--- src/rtl/fir_frame_sequencer.sv ---
// fir_frame_sequencer
// Control sequencer for the serial FIR datapath. It checks receive framing,
// fires the FIR once for each accepted word, waits out the FIR latency, loads
// the serializer and counts the transmit bits. It also reports dropped words
// and malformed frames.
module fir_frame_sequencer #(
  parameter int DATA_WIDTH  = 24,
  parameter int FIR_LATENCY = 4,
  parameter int CNT_WIDTH   = 8
) (
  input  logic                 i_clk,
  input  logic                 i_rst_n,
  input  logic                 i_en,
  input  logic                 i_rx_end,
  output logic                 o_des_valid,
  output logic                 o_fir_en,
  output logic                 o_fir_valid,
  output logic                 o_ser_load,
  output logic                 o_tx_end,
  output logic                 o_busy,
  output logic                 o_frame_err,
  output logic                 o_overrun,
  output logic [CNT_WIDTH-1:0] ov_drop_cnt
);

  localparam int BIT_W = (DATA_WIDTH > 2) ? $clog2(DATA_WIDTH) : 1;
  localparam int LAT_W = (FIR_LATENCY > 1) ? $clog2(FIR_LATENCY) : 1;

  localparam logic [BIT_W-1:0]     LAST_BIT = BIT_W'(DATA_WIDTH - 1);
  localparam logic [BIT_W-1:0]     BIT_ZERO = {BIT_W{1'b0}};
  localparam logic [BIT_W-1:0]     BIT_ONE  = BIT_W'(1);
  localparam logic [LAT_W-1:0]     LAT_INIT = LAT_W'(FIR_LATENCY - 1);
  localparam logic [LAT_W-1:0]     LAT_ZERO = {LAT_W{1'b0}};
  localparam logic [LAT_W-1:0]     LAT_ONE  = LAT_W'(1);
  localparam logic [CNT_WIDTH-1:0] CNT_MAX  = {CNT_WIDTH{1'b1}};
  localparam logic [CNT_WIDTH-1:0] CNT_ONE  = CNT_WIDTH'(1);

  typedef enum logic [1:0] {
    ST_IDLE = 2'd0,
    ST_WAIT = 2'd1,
    ST_LOAD = 2'd2,
    ST_TX   = 2'd3
  } state_t;

  state_t               state;
  state_t               state_nxt;
  logic [BIT_W-1:0]     rx_cnt;
  logic [BIT_W-1:0]     rx_cnt_nxt;
  logic [BIT_W-1:0]     tx_cnt;
  logic [BIT_W-1:0]     tx_cnt_nxt;
  logic [LAT_W-1:0]     lat_cnt;
  logic [LAT_W-1:0]     lat_cnt_nxt;
  logic                 word_ok;
  logic                 frame_err_nxt;
  logic                 start_word;
  logic                 load_nxt;
  logic                 tx_end_nxt;
  logic                 drop;
  logic                 overrun_nxt;
  logic [CNT_WIDTH-1:0] drop_cnt_nxt;

  // Receive framing: count bit strobes and compare against the word-end marker.
  always_comb begin
    rx_cnt_nxt    = rx_cnt;
    word_ok       = 1'b0;
    frame_err_nxt = 1'b0;
    if (i_en) begin
      if (i_rx_end) begin
        rx_cnt_nxt = BIT_ZERO;
        if (rx_cnt == LAST_BIT) begin
          word_ok = 1'b1;
        end else begin
          frame_err_nxt = 1'b1;
        end
      end else if (rx_cnt == LAST_BIT) begin
        // A full word of bits arrived without the marker, so wrap and flag it.
        rx_cnt_nxt    = BIT_ZERO;
        frame_err_nxt = 1'b1;
      end else begin
        rx_cnt_nxt = rx_cnt + BIT_ONE;
      end
    end else begin
      rx_cnt_nxt = rx_cnt;
    end
  end

  // Pipeline FSM: next state, counters and pulse requests.
  always_comb begin
    state_nxt   = state;
    tx_cnt_nxt  = tx_cnt;
    lat_cnt_nxt = lat_cnt;
    start_word  = 1'b0;
    load_nxt    = 1'b0;
    tx_end_nxt  = 1'b0;
    case (state)
      ST_IDLE: begin
        if (word_ok) begin
          start_word  = 1'b1;
          lat_cnt_nxt = LAT_INIT;
          state_nxt   = ST_WAIT;
        end else begin
          state_nxt = ST_IDLE;
        end
      end
      ST_WAIT: begin
        if (lat_cnt == LAT_ZERO) begin
          load_nxt  = 1'b1;
          state_nxt = ST_LOAD;
        end else begin
          lat_cnt_nxt = lat_cnt - LAT_ONE;
        end
      end
      ST_LOAD: begin
        tx_cnt_nxt = BIT_ZERO;
        state_nxt  = ST_TX;
      end
      ST_TX: begin
        if (i_en) begin
          if (tx_cnt == LAST_BIT) begin
            tx_end_nxt = 1'b1;
            tx_cnt_nxt = BIT_ZERO;
            // A word finishing on the final TX strobe goes straight back in.
            if (word_ok) begin
              start_word  = 1'b1;
              lat_cnt_nxt = LAT_INIT;
              state_nxt   = ST_WAIT;
            end else begin
              state_nxt = ST_IDLE;
            end
          end else begin
            tx_cnt_nxt = tx_cnt + BIT_ONE;
          end
        end else begin
          tx_cnt_nxt = tx_cnt;
        end
      end
      default: begin
        state_nxt = ST_IDLE;
      end
    endcase
  end

  // Overrun tracking: any good word the pipeline cannot take is dropped.
  always_comb begin
    drop         = word_ok & ~start_word;
    overrun_nxt  = o_overrun;
    drop_cnt_nxt = ov_drop_cnt;
    if (drop) begin
      overrun_nxt = 1'b1;
      if (ov_drop_cnt != CNT_MAX) begin
        drop_cnt_nxt = ov_drop_cnt + CNT_ONE;
      end else begin
        drop_cnt_nxt = ov_drop_cnt;
      end
    end else begin
      overrun_nxt = o_overrun;
    end
  end

  // State, counters and registered outputs with synchronous active-low reset.
  always_ff @(posedge i_clk) begin
    if (!i_rst_n) begin
      state       <= ST_IDLE;
      rx_cnt      <= BIT_ZERO;
      tx_cnt      <= BIT_ZERO;
      lat_cnt     <= LAT_ZERO;
      o_des_valid <= 1'b0;
      o_fir_en    <= 1'b0;
      o_fir_valid <= 1'b0;
      o_ser_load  <= 1'b0;
      o_tx_end    <= 1'b0;
      o_busy      <= 1'b0;
      o_frame_err <= 1'b0;
      o_overrun   <= 1'b0;
      ov_drop_cnt <= {CNT_WIDTH{1'b0}};
    end else begin
      state       <= state_nxt;
      rx_cnt      <= rx_cnt_nxt;
      tx_cnt      <= tx_cnt_nxt;
      lat_cnt     <= lat_cnt_nxt;
      o_des_valid <= start_word;
      o_fir_en    <= start_word;
      o_fir_valid <= load_nxt;
      o_ser_load  <= load_nxt;
      o_tx_end    <= tx_end_nxt;
      o_busy      <= (state_nxt != ST_IDLE);
      o_frame_err <= frame_err_nxt;
      o_overrun   <= overrun_nxt;
      ov_drop_cnt <= drop_cnt_nxt;
    end
  end

endmodule

--- config.mk ---
export PLATFORM = sky130hd
export DESIGN_NAME = fir_frame_sequencer
export DESIGN_NICKNAME = d
export VERILOG_FILES = /design/src/rtl/fir_frame_sequencer.sv
export SDC_FILE = /design/constraint.sdc
export NUM_CORES = 1
export LEC_CHECK = 0
export ABC_AREA = 1
export BUFFER_PORTS_ARGS = -buffer_cell sky130_fd_sc_hd__buf_2
export CORE_AREA = 2 2 69 71
export CTS_BUF_LIST = sky130_fd_sc_hd__clkbuf_8
export CTS_CLUSTER_SIZE = 24
export DETAILED_ROUTE_END_ITERATION = 16
export DIE_AREA = 0 0 71 73
export PLACE_DENSITY_LB_ADDON = 0.25
export RECOVER_POWER = 25
export REMOVE_ABC_BUFFERS = 1
export SLEW_MARGIN = 15
export SYNTH_ARGS = -nofsm -noshare
export SYNTH_HDL_FRONTEND = slang
export SYNTH_SLANG_ARGS = --single-unit
--- constraint.sdc ---
create_clock -name i_clk -period 3.05 [get_ports i_clk]
set_input_delay 0.61 -clock i_clk [delete_from_list [all_inputs] [get_ports i_clk]]
set_output_delay 0.61 -clock i_clk [all_outputs]
set_load 0.03 [all_outputs]
Word level (Yosys, flattened, before mapping):

Cells that the tools add are included.

* reduce and logical (&&, ||, !) cells: 11
* add/subtract/negate cells: 4
* bitwise logic cells: 2
* multiplexer cells: 26
* eq/ne operators: 9

Operator list (number)
* $mux W5: 4
* $mux W2: 7
* $mux W1: 11
* $add A5 B1 Y5 const B: 2
* $eq A5 B5 Y1 const B: 2
* $pmux W5 S2: 1
* $add A8 B1 Y8 const B: 1
* $ne A8 B8 Y1 const B: 1
* $pmux W2 S4: 1
* $reduce_and A2 Y1: 4
* $ne A2 B2 Y1 const B: 3
* $pmux W2 S3: 1
* $eq A2 B2 Y1 const B: 2
* $logic_not A2 Y1: 2
* $reduce_and A4 Y1: 1
* $reduce_bool A2 Y1: 2
* $reduce_and A3 Y1: 1
* $reduce_bool A3 Y1: 1
* $eq A2 B1 Y1 const B: 1
* $pmux W1 S2: 1
* $sub A2 B1 Y2 const B: 1
* $and A1 B1 Y1: 1
* $not A1 Y1: 1

* output and inout port bits: 16
* input port bits: 4
* flip-flop bits (word level): 28
* word-level logic and storage cells: 63

Depth between registers and ports, before layout:

Gate-level depths: netlist (run 1).

* word-level depth: 11
* depth in mapped cells: 14
* depth with buffers taken out: 14

Worst setup path before layout (run 1):

Ideal clock, no wire load.

* path type: reg-to-reg
* start point: register rx_cnt[0]
* end point: register o_overrun
* data arrival time: 1.592 ns
* setup slack: 1.330 ns
* clock period less this slack: 1.720 ns
* path buffers: 1
* setup time: 0.128 ns
* required time: 2.922 ns
* cell stages (with the launch flop): 15
* path through: dfxtp_1 ha_1 nand2_1 inv_1 nand2_1 nor2_1 ha_1 nand2_4 nor2_1 nand2_1 nand2_1 nand2_2 buf_4 a21oi_1 nor2_1

* cells in the longest elaborated chain, start to end: 10

RTL lines
* from (decl): RTL line 47 `logic [BIT_W-1:0] rx_cnt;`
* from (signal assigned): RTL line 178 `rx_cnt <= rx_cnt_nxt;`
* $eq A5 B5 Y1 *: RTL line 70 `if (rx_cnt == LAST_BIT) begin`
* $mux W1 *: RTL line 70
* $mux W1 *: RTL line 68 `if (i_rx_end) begin`
* $mux W1 *: RTL line 67 `if (i_en) begin`
* $mux W1: RTL line 97, 123
* $mux W1: RTL line 119 `if (tx_cnt == LAST_BIT) begin`
* $mux W1: RTL line 118 `if (i_en) begin`
* $pmux W1 S2: RTL line 95 `case (state)`
* $not A1 Y1: RTL line 145 `drop = word_ok & ~start_word;`
* $and A1 B1 Y1 *: RTL line 145
* to (signal assigned): RTL line 188 `o_overrun <= overrun_nxt;`
* to (decl): RTL line 22 `output logic o_overrun,`

Mark *: on every way between the ends. The rest lies on a longest branch, timed or not.
A chain may end at the register's enable or synchronous reset.

Worst setup path in the final report (run 1):

* start point: register rx_cnt[1]
* end point: register ov_drop_cnt[6]

* cells in the longest elaborated chain, start to end: 11

RTL lines
* $eq A5 B5 Y1 *: RTL line 70
* $mux W1 *: RTL line 70
* $mux W1 *: RTL line 68
* $mux W1 *: RTL line 67
* $mux W1: RTL line 97, 123
* $mux W1: RTL line 119
* $mux W1: RTL line 118
* $pmux W1 S2: RTL line 95
* $not A1 Y1: RTL line 145
* $and A1 B1 Y1 *: RTL line 145
* $reduce_and A2 Y1 (no source line) *
* to (signal assigned): RTL line 175 `ov_drop_cnt <= {CNT_WIDTH{1'b0}};`
* to (signal assigned): RTL line 189 `ov_drop_cnt <= drop_cnt_nxt;`
* to (decl): RTL line 23 `output logic [CNT_WIDTH-1:0] ov_drop_cnt`

Marked as above.

==> reports/metrics.yaml, run 1 <==
clk_latency_ns: 0.27
areaGrowthSynthToFinish_pct: 11.0
rows: 25
reg2regPathDepth: 14
die_y_um: 73
cts_tree: "yes"
r2r-start: "rx_cnt[1]"
critical_path.max_fanout: 11
antenna_left: 0
vdd_drop_max_v: 0.000128
synth_top_area_frac: 0.373
status: "finished clean"
yosys_warnings: 0
syn_area_um2: 1500
p_per_area_nw_per_um2: 371
post-route-min-period_ns: 2.16
final_common_cell: "nand2_1"
tightest_slew_ns: 0.478
vias: 1283
hold_violations: 0
critPathLaunchType: "flip-flop"
die_w_um: 71
final_cell_mix: "42 x nand2_1, 28 x dfxtp_1, 23 x inv_1, 23 x nor2_1, 20 x a21oi_1"
avgSynthCellArea_um2: 7.37
cts_inserted_buffers: 3
grt_start_max_net_pins: 18
end_kind: "flip-flop"
worst-path-buf-inv: 2
required_ns: 3.25
fmax_mhz: 463
drt_iter0_markers: 62
ys_seq_area_frac: 0.373
antenna_found_initial: 0
cp_num_cells: 14
synth_top_area_cell: "dfxtp_1"
synth_cells: 204
wl_um: 2880
antennaDiodeCount: 0
track_usage: 0.120
fin_skew_ns: 0.00212
via_per_inst: 4.68
relSlewSlack: 0.679
first_global_vias: 1202
fin_crit_sh: 0.709
critPathSlowestCell: "dfxtp_1"
rsz0062_at_grt: "false"
crit_type: "flip-flop to flip-flop"
grt_pass1_wl_um: 5140
hp-class: "flip-flop to flip-flop"
fin_area_um2: 1670
holdPathEnd: "lat_cnt[0]"
dp_hpwl_um: 2160
ff2ff_setup_slack_ns: 0.89
arrival_ns: 2.36
cts_buffer_depth: 2
drc_errors: 0
cap_viol_max_count: 0
placed_cell_area_um2: 1620
cts_max_level: 1
core_area_um2: 4540
wl_per_cell_um: 10.5
min_path_cells: 1
crit_chain: "ha_1 -> nand2_1 -> inv_1 -> nand2_1 -> nor2_1 -> ha_1 -> nand2_4 -> inv_1 -> nand2_1 -> nand2_1 -> nand2_2 -> nand3_4 -> nand2_1 -> a21oi_1"
ys_top_cells_by_area: "dfxtp_1 37%, nand2_1 10%, ha_1 8.3%, a21oi_1 6.7%, inv_1 5.7%"
place_congestion: 0.815
ys_ff_latch: 28
dieArea_um2: 5180
cts_resized: 0
finalPower_uw: 618
leakagePower_uw: 0.000762
cpPeakStageDelay_ns: 0.37
gr-total-overflow: 0
post-cts-setup-buffer-count: 0
r2r-end: "ov_drop_cnt[6]"
path_delay_family: "simple AND/OR/NAND/NOR gates"
cts_hold_buf: 0
path_clk_slew_ns: 0.09
setup_viol: 0
io_pins: 20
drv_slew: 0
drive_gt1_frac: 0.123
hold_start: "lat_cnt[0]"
cts.root.buffer_cell: "clkbuf_8"
nNetsFinal: 235
ys_types: 30
start_util: 0.331
fin_tns_setup_ns: 0
place.port_buffers: 19
cts.sinks: 28
crit_top_cell: "nand2_1"
drt-pass1-iter-count: 4
==> logic make-up (layout without fill, tap and decap cells) <==
logic type | after synthesis | count (layout) | share of synthesized area
xor gates and xnor gates | 5 | 5 | 0.0291
AOI/OAI and AO/OA | 35 | 35 | 0.125
adders and majority gates | 10 | 10 | 0.0833
buffers and inverters | 33 | 49 | 0.0966
and+or+nand+nor | 93 | 93 | 0.293
DFF | 28 | 28 | 0.373
==> area by class of cell <==
type	count	area (µm²)
clock buffers	4	55.1
fillers	489	2870
inverters	26	97.6
multi-input cells	143	797
flip-flops and latches	28	561
well taps	54	67.6
repair buffers	19	90.1
==> how the worst max path moves through the flow <==
| stage | to | start |
|---|---|---|
| 6_report | ov_drop_cnt[6] | rx_cnt[1] |
| 5_1_grt | ov_drop_cnt[6] | rx_cnt[0] |
| 4_1_cts | ov_drop_cnt[6] | rx_cnt[1] |
| 3_5_place_dp | ov_drop_cnt[6] | rx_cnt[1] |
| 3_3_place_gp | ov_drop_cnt[6] | rx_cnt[1] |
| 2_1_floorplan | ov_drop_cnt[6] | rx_cnt[0] |
==> registers in the layout, summed over array words and instances (netlist names) <==
name	flops
o_ser_load	1
o_busy	1
o_fir_en	1
ov_drop_cnt	8
o_tx_end	1
o_frame_err	1
tx_cnt	5
rx_cnt	5
o_overrun	1
state	2
lat_cnt	2
==> Yosys cell counts (all sizes together) <==
cell type and instances:
nand2 45, dfxtp 28, inv 25, nor2 24, a21oi 20, nand3 11, ha 10, o21ai 10
nand4 9, buf 6, nor3 3, xor2 3, xnor2 2, a211oi 1, a31oi 1, a32oi 1
clkbuf 1, clkinv 1, nand3b 1, o211ai 1, o21a 1
==> layer usage <==
metal	vias up	GRT usage	wire length (µm)
li1	695	-	-
met1	570	0.149	1440
met2	13	0.214	1310
met3	5	0.0166	79
met4	0	0.0440	47
met5	-	0	0
==> stage by stage <==
stage           util  setup WS [ns]  hold WS, ns  cells
3_5_place_dp   0.357          0.885        0.423    270
6_report       0.368          0.888        0.433    274
5_1_grt        0.368          0.599        0.467    274
2_1_floorplan      -           1.18        0.407    197
3_3_place_gp   0.357          0.993        0.416    270
4_1_cts        0.369          0.862        0.437    274
==> power breakdown <==
group | leakage (µW) | switching [µW] | internal (µW)
clock network | 0.0000288 | 114 | 116
logic | 0.000508 | 15.1 | 4.90
registers | 0.000226 | 1.22 | 367
Note: power is estimated with default switching activity, not from simulation.
==> run 2, diff against run 1 <==
Clock period 3.05 ns to 1.9 ns, I/O delays scaled along.
==> run 2 against run 1 <==
Combinational power is 89% higher. Fmax is 22% higher. Core utilization is 2.7 points higher. Clock skew is 0.00052 ns higher. Highest routed layer unchanged. Largest cell class unchanged.
==> reports/metrics.yaml, run 2 (synthesized netlist as in run 1, its figures left out) <==
status: "finished clean"  # unchanged
cap_viol_max_count: 0  # unchanged
required_ns: 2.07  # was 3.25 ns
setup_viol: 0  # unchanged
die_w_um: 71  # unchanged
crit_type: "flip-flop to flip-flop"  # unchanged
cts_tree: "yes"  # unchanged
final_cell_mix: "37 x nand2_1, 26 x dfxtp_1, 22 x inv_1, 21 x nor2_1, 19 x buf_2"  # was 42 x nand2_1, 28 x dfxtp_1, 23 x inv_1, 23 x nor2_1, 20 x a21oi_1
hold_violations: 0  # unchanged
vdd_drop_max_v: 0.000210  # was 0.000128 V
cts_buffer_depth: 2  # unchanged
end_kind: "flip-flop"  # unchanged
rsz0062_at_grt: "true"  # was false
areaGrowthSynthToFinish_pct: 19.1  # was 11.0%
antenna_found_initial: 0  # unchanged
cts_hold_buf: 0  # unchanged
via_per_inst: 4.78  # was 4.68
fin_area_um2: 1790  # was 1670 µm²
arrival_ns: 1.95  # was 2.36 ns
post-route-min-period_ns: 1.78  # was 2.16 ns
finalPower_uw: 1000  # was 618 µW
reg2regPathDepth: 14  # unchanged
utilization: 0.394  # was 0.368
fmax_mhz: 563  # was 463 MHz
relSlewSlack: 0.816  # was 0.679
vias: 1337  # was 1283
track_usage: 0.124  # was 0.120
drc_errors: 0  # unchanged
min_path_cells: 3  # was 1
core_area_um2: 4540  # unchanged
cts_max_level: 1  # unchanged
dieArea_um2: 5180  # unchanged
wl_per_cell_um: 10.8  # was 10.5 µm
die_y_um: 73  # unchanged
hp-class: "input pin to flip-flop"  # was flip-flop to flip-flop
antennaDiodeCount: 0  # unchanged
top_regs: "ov_drop_cnt x8, rx_cnt x5, tx_cnt x5"  # unchanged
antenna_left: 0  # unchanged
rows: 25  # unchanged
wl_um: 3030  # was 2880 µm
placed_cell_area_um2: 1630  # was 1620 µm²
cts_inserted_buffers: 3  # unchanged
clk_latency_ns: 0.27  # about the same
drt-pass1-iter-count: 4  # unchanged
fin_tns_setup_ns: 0  # unchanged
cts.root.buffer_cell: "clkbuf_8"  # unchanged
start_util: 0.331  # unchanged
leakagePower_uw: 0.000808  # was 0.000762 µW
first_global_vias: 1188  # was 1202
path_clk_slew_ns: 0.10  # was 0.09 ns
critical_path.max_fanout: 8  # was 11
grt_start_max_net_pins: 16  # was 18
critPathLaunchType: "flip-flop"  # unchanged
gr-total-overflow: 0  # unchanged
p_per_area_nw_per_um2: 559  # was 371 nW/µm²
place.port_buffers: 19  # unchanged
largest_reg_flops: 8  # unchanged
cts.sinks: 28  # unchanged
final_common_cell: "nand2_1"  # unchanged
io_pins: 20  # unchanged
regMostFlops: "ov_drop_cnt"  # unchanged
multiInputGateArea_um2: 851  # was 797 µm²
fin_skew_ns: 0.00264  # was 0.00212 ns
nNetsFinal: 241  # was 235
drv_slew: 0  # unchanged
fin_crit_sh: 0.934  # was 0.709
dp_hpwl_um: 2270  # was 2160 µm
grt_pass1_wl_um: 5180  # was 5140 µm
tightest_slew_ns: 0.276  # was 0.478 ns
drive_gt1_frac: 0.230  # was 0.123
final.fill_count: 483  # was 489
regArea_um2: 566  # was 561 µm²
drt_iter0_markers: 56  # was 62
place_congestion: 0.853  # was 0.815
[run 2: cell count changes in the layout (fill, tap and decap cells not counted), moves of 2 or more]
cell	delta
buf_4	+5
a21oi_1	-3
clkbuf_1	-4
nand2_2	+4
ha_1	-2
a21oi_2	+3
buf_2	+4
dfxtp_1	-2
nor2_1	-2
nand2_1	-5
[run 2: report_power, final]
group / internal, µW / switching [µW]
Clock: 186 / 186
Sequential: 589 / 2.50
Combinational: 11.7 / 26.2
[run 2: repair_timing]
| item | 4_1_cts | 5_1_grt |
|---|---|---|
| buffers inserted | 0 | 4 |
| pin swaps | 0 | 7 |
| endpoints found under the setup margin | 7 | 10 |
| gates resized for setup | 1 | 18 |
| endpoints found under the hold margin | 0 | 0 |
| cloned | 0 | 0 |
[run 2: cell type report]
type	count	area share
clock buffer	4	0.0308
inverter	26	0.0545
timing repair buffer	25	0.0853
multi-input combinational	143	0.476
sequential	28	0.316
tap	54	0.0378
[run 2: critical path: stages, from the launching register on]
cell     delay (ns)
dfxtp_2        0.37
ha_4           0.14
nand2_2        0.06
inv_2          0.07
nand2_2        0.06
nor2_2         0.11
ha_2           0.19
nand2_4        0.06
nor2_4         0.11
nand2_2        0.06
nand2_2        0.09
nand2_4        0.08
buf_12         0.14
nand4_1        0.08
a21oi_2        0.06
[run 2: worst paths after layout]
check / from / to / slack [ns]
max: rx_cnt[0] / ov_drop_cnt[0] / 0.12
min: i_rst_n / lat_cnt[1] / 0.42
max reg2reg: rx_cnt[0] / ov_drop_cnt[0] / 0.12
min reg2reg: lat_cnt[0] / lat_cnt[0] / 0.43
[run 2: through the flow]
stage / instances / hold WS [ns] / setup WS (ns)
2_1_floorplan: 197 / 0.407 / 0.0334
3_3_place_gp: 272 / 0.415 / 0.0446
3_5_place_dp: 272 / 0.420 / -0.00299
4_1_cts: 276 / 0.412 / 0.0190
5_1_grt: 280 / 0.420 / -0.00989
6_report: 280 / 0.417 / 0.125
[run 2: routing by layer]
metal	track usage	share of wire
met1	0.161	0.47
met2	0.204	0.47
met3	0.0166	0.042
met4	0.0566	0.015
met5	0	0
==> run 3, diff against run 2 <==
Settings changed: REMOVE_ABC_BUFFERS 1 to default.
==> run 3 against run 2 <==
Worst setup slack worse by 0.021 ns. Via count is 1.4% higher. Cell count rose by 1.1%.
==> reports/metrics.yaml, run 3 (synthesized netlist as in run 1, its figures left out) <==
ff2ff_setup_slack_ns: 0.10  # was 0.12 ns
gr-total-overflow: 0  # unchanged
cap_viol_max_count: 0  # unchanged
place_congestion: 0.790  # was 0.853
relSlewSlack: 0.704  # was 0.816
cts_hold_buf: 0  # unchanged
cts.sinks: 28  # unchanged
start_util: 0.331  # unchanged
tightest_slew_ns: 0.444  # was 0.276 ns
via_per_inst: 4.79  # was 4.78
dp_hpwl_um: 2280  # was 2270 µm
track_usage: 0.122  # was 0.124
clk_latency_ns: 0.28  # was 0.27 ns
io_pins: 20  # unchanged
holdPathEnd: "lat_cnt[0]"  # was lat_cnt[1]
rows: 25  # unchanged
grt_start_max_net_pins: 17  # was 16
drc_errors: 0  # unchanged
die_y_um: 73  # unchanged
cts_inserted_buffers: 3  # unchanged
grt_pass1_wl_um: 5220  # was 5180 µm
top_regs: "ov_drop_cnt x8, rx_cnt x5, tx_cnt x5"  # unchanged
regMostFlops: "ov_drop_cnt"  # unchanged
vdd_drop_max_v: 0.000267  # was 0.000210 V
finalPower_uw: 1100  # was 1000 µW
nNetsFinal: 244  # was 241
first_global_vias: 1223  # was 1188
critical_path.max_fanout: 8  # unchanged
status: "finished clean"  # unchanged
critPathLaunchType: "flip-flop"  # unchanged
post-route-min-period_ns: 1.80  # was 1.78 ns
cts_tree: "yes"  # unchanged
core_area_um2: 4540  # unchanged
r2r-end: "ov_drop_cnt[6]"  # was ov_drop_cnt[0]
crit_type: "flip-flop to flip-flop"  # unchanged
drt-pass1-iter-count: 4  # unchanged
fmax_mhz: 557  # was 563 MHz
areaGrowthSynthToFinish_pct: 19.7  # was 19.1%
r2r-start: "rx_cnt[0]"  # unchanged
vias: 1356  # was 1337
setup_viol: 0  # unchanged
hp-class: "flip-flop to flip-flop"  # was input pin to flip-flop
p_per_area_nw_per_um2: 613  # was 559 nW/µm²
final_common_cell: "nand2_1"  # unchanged
wl_per_cell_um: 11.4  # was 10.8 µm
required_ns: 2.11  # was 2.07 ns
arrival_ns: 2.01  # was 1.95 ns
hold_violations: 0  # unchanged
cts.root.buffer_cell: "clkbuf_8"  # unchanged
end_kind: "flip-flop"  # unchanged
placed_cell_area_um2: 1630  # unchanged
dieArea_um2: 5180  # unchanged
die_w_um: 71  # unchanged
drive_gt1_frac: 0.218  # was 0.230
fin_skew_ns: 0.00765  # was 0.00264 ns
cts_max_level: 1  # unchanged
min_path_cells: 1  # was 3
leakagePower_uw: 0.000819  # was 0.000808 µW
dp_cells: 272  # unchanged
path_clk_slew_ns: 0.10  # about the same
wl_um: 3230  # was 3030 µm
antenna_left: 0  # unchanged
fin_area_um2: 1800  # was 1790 µm²
fin_tns_setup_ns: 0  # unchanged
place.port_buffers: 19  # unchanged
cts_buffer_depth: 2  # unchanged
instances_no_fill: 283  # was 280
antenna_found_initial: 0  # unchanged
synthesis.nets: 218
fin_crit_sh: 0.945  # was 0.934
final_cell_mix: "39 x nand2_1, 26 x dfxtp_1, 22 x inv_1, 22 x nor2_1"  # was 37 x nand2_1, 26 x dfxtp_1, 22 x inv_1, 21 x nor2_1, 19 x buf_2
drt_iter0_markers: 74  # was 56
antennaDiodeCount: 0  # unchanged
drv_slew: 0  # unchanged
reg2regPathDepth: 14  # unchanged
hold_start: "lat_cnt[0]"  # was i_rst_n
largest_reg_flops: 8  # unchanged
## run 3: per-layer routing
layer,track usage,wire (µm),vias to the layer above
li1,-,-,713
met1,0.157,1540,624
met2,0.212,1580,15
met3,0.0180,72,4
met4,0.0398,33,0
met5,0,0,-
## run 3: per-stage QoR
stage	utilization	setup slack [ns]	hold WS, ns
2_1_floorplan	-	0.180	0.407
3_3_place_gp	0.360	0.0385	0.417
3_5_place_dp	0.360	-0.00868	0.425
4_1_cts	0.377	0.0127	0.404
5_1_grt	0.397	-0.0165	0.451
6_report	0.397	0.104	0.432
## run 3: power by group
| group | switching, µW | total, µW | internal [µW] |
|---|---|---|---|
| clock | 188 | 470 | 282 |
| sequential | 2.55 | 592 | 590 |
| combinational | 27.5 | 40.8 | 13.4 |
## run 3: final cells by class
type,instances,area (µm²)
flip-flops and latches,28,563
multi-input cells,144,846
repair buffers,27,154
inverters,26,97.6
fillers,473,2740
well taps,54,67.6
clock buffers,3,41.3
clock inverters,1,30.0
## run 3: repair_timing
item	CTS	global route
endpoints found under the setup margin	8	9
buffers inserted	0	6
gates resized for setup	3	11
gates cloned	0	1
pin swaps	0	4
hold endpoints to repair	0	0
## run 3: worst max path at each step
stage	slack [ns]	startpoint	to	depth (start not counted)
after floorplan	0.18	rx_cnt[0]	o_overrun	14
after detailed placement	-0.009	rx_cnt[0]	ov_drop_cnt[3]	14
after global routing	-0.02	rx_cnt[1]	ov_drop_cnt[6]	14
after CTS	0.01	rx_cnt[0]	ov_drop_cnt[3]	14
after global placement	0.04	rx_cnt[1]	ov_drop_cnt[4]	14
final	0.10	rx_cnt[0]	ov_drop_cnt[6]	14
## run 3: critical path, stage by stage (launching register included)
cell,delay (ns)
dfxtp_2,0.37
ha_4,0.14
nand2_2,0.06
inv_2,0.07
nand2_2,0.06
nor2_2,0.09
ha_2,0.19
nand2_4,0.06
nor2_1,0.09
nand2_1,0.08
nand2_2,0.11
nand2_4,0.09
nand3_4,0.13
nand2_1,0.08
a21oi_2,0.12
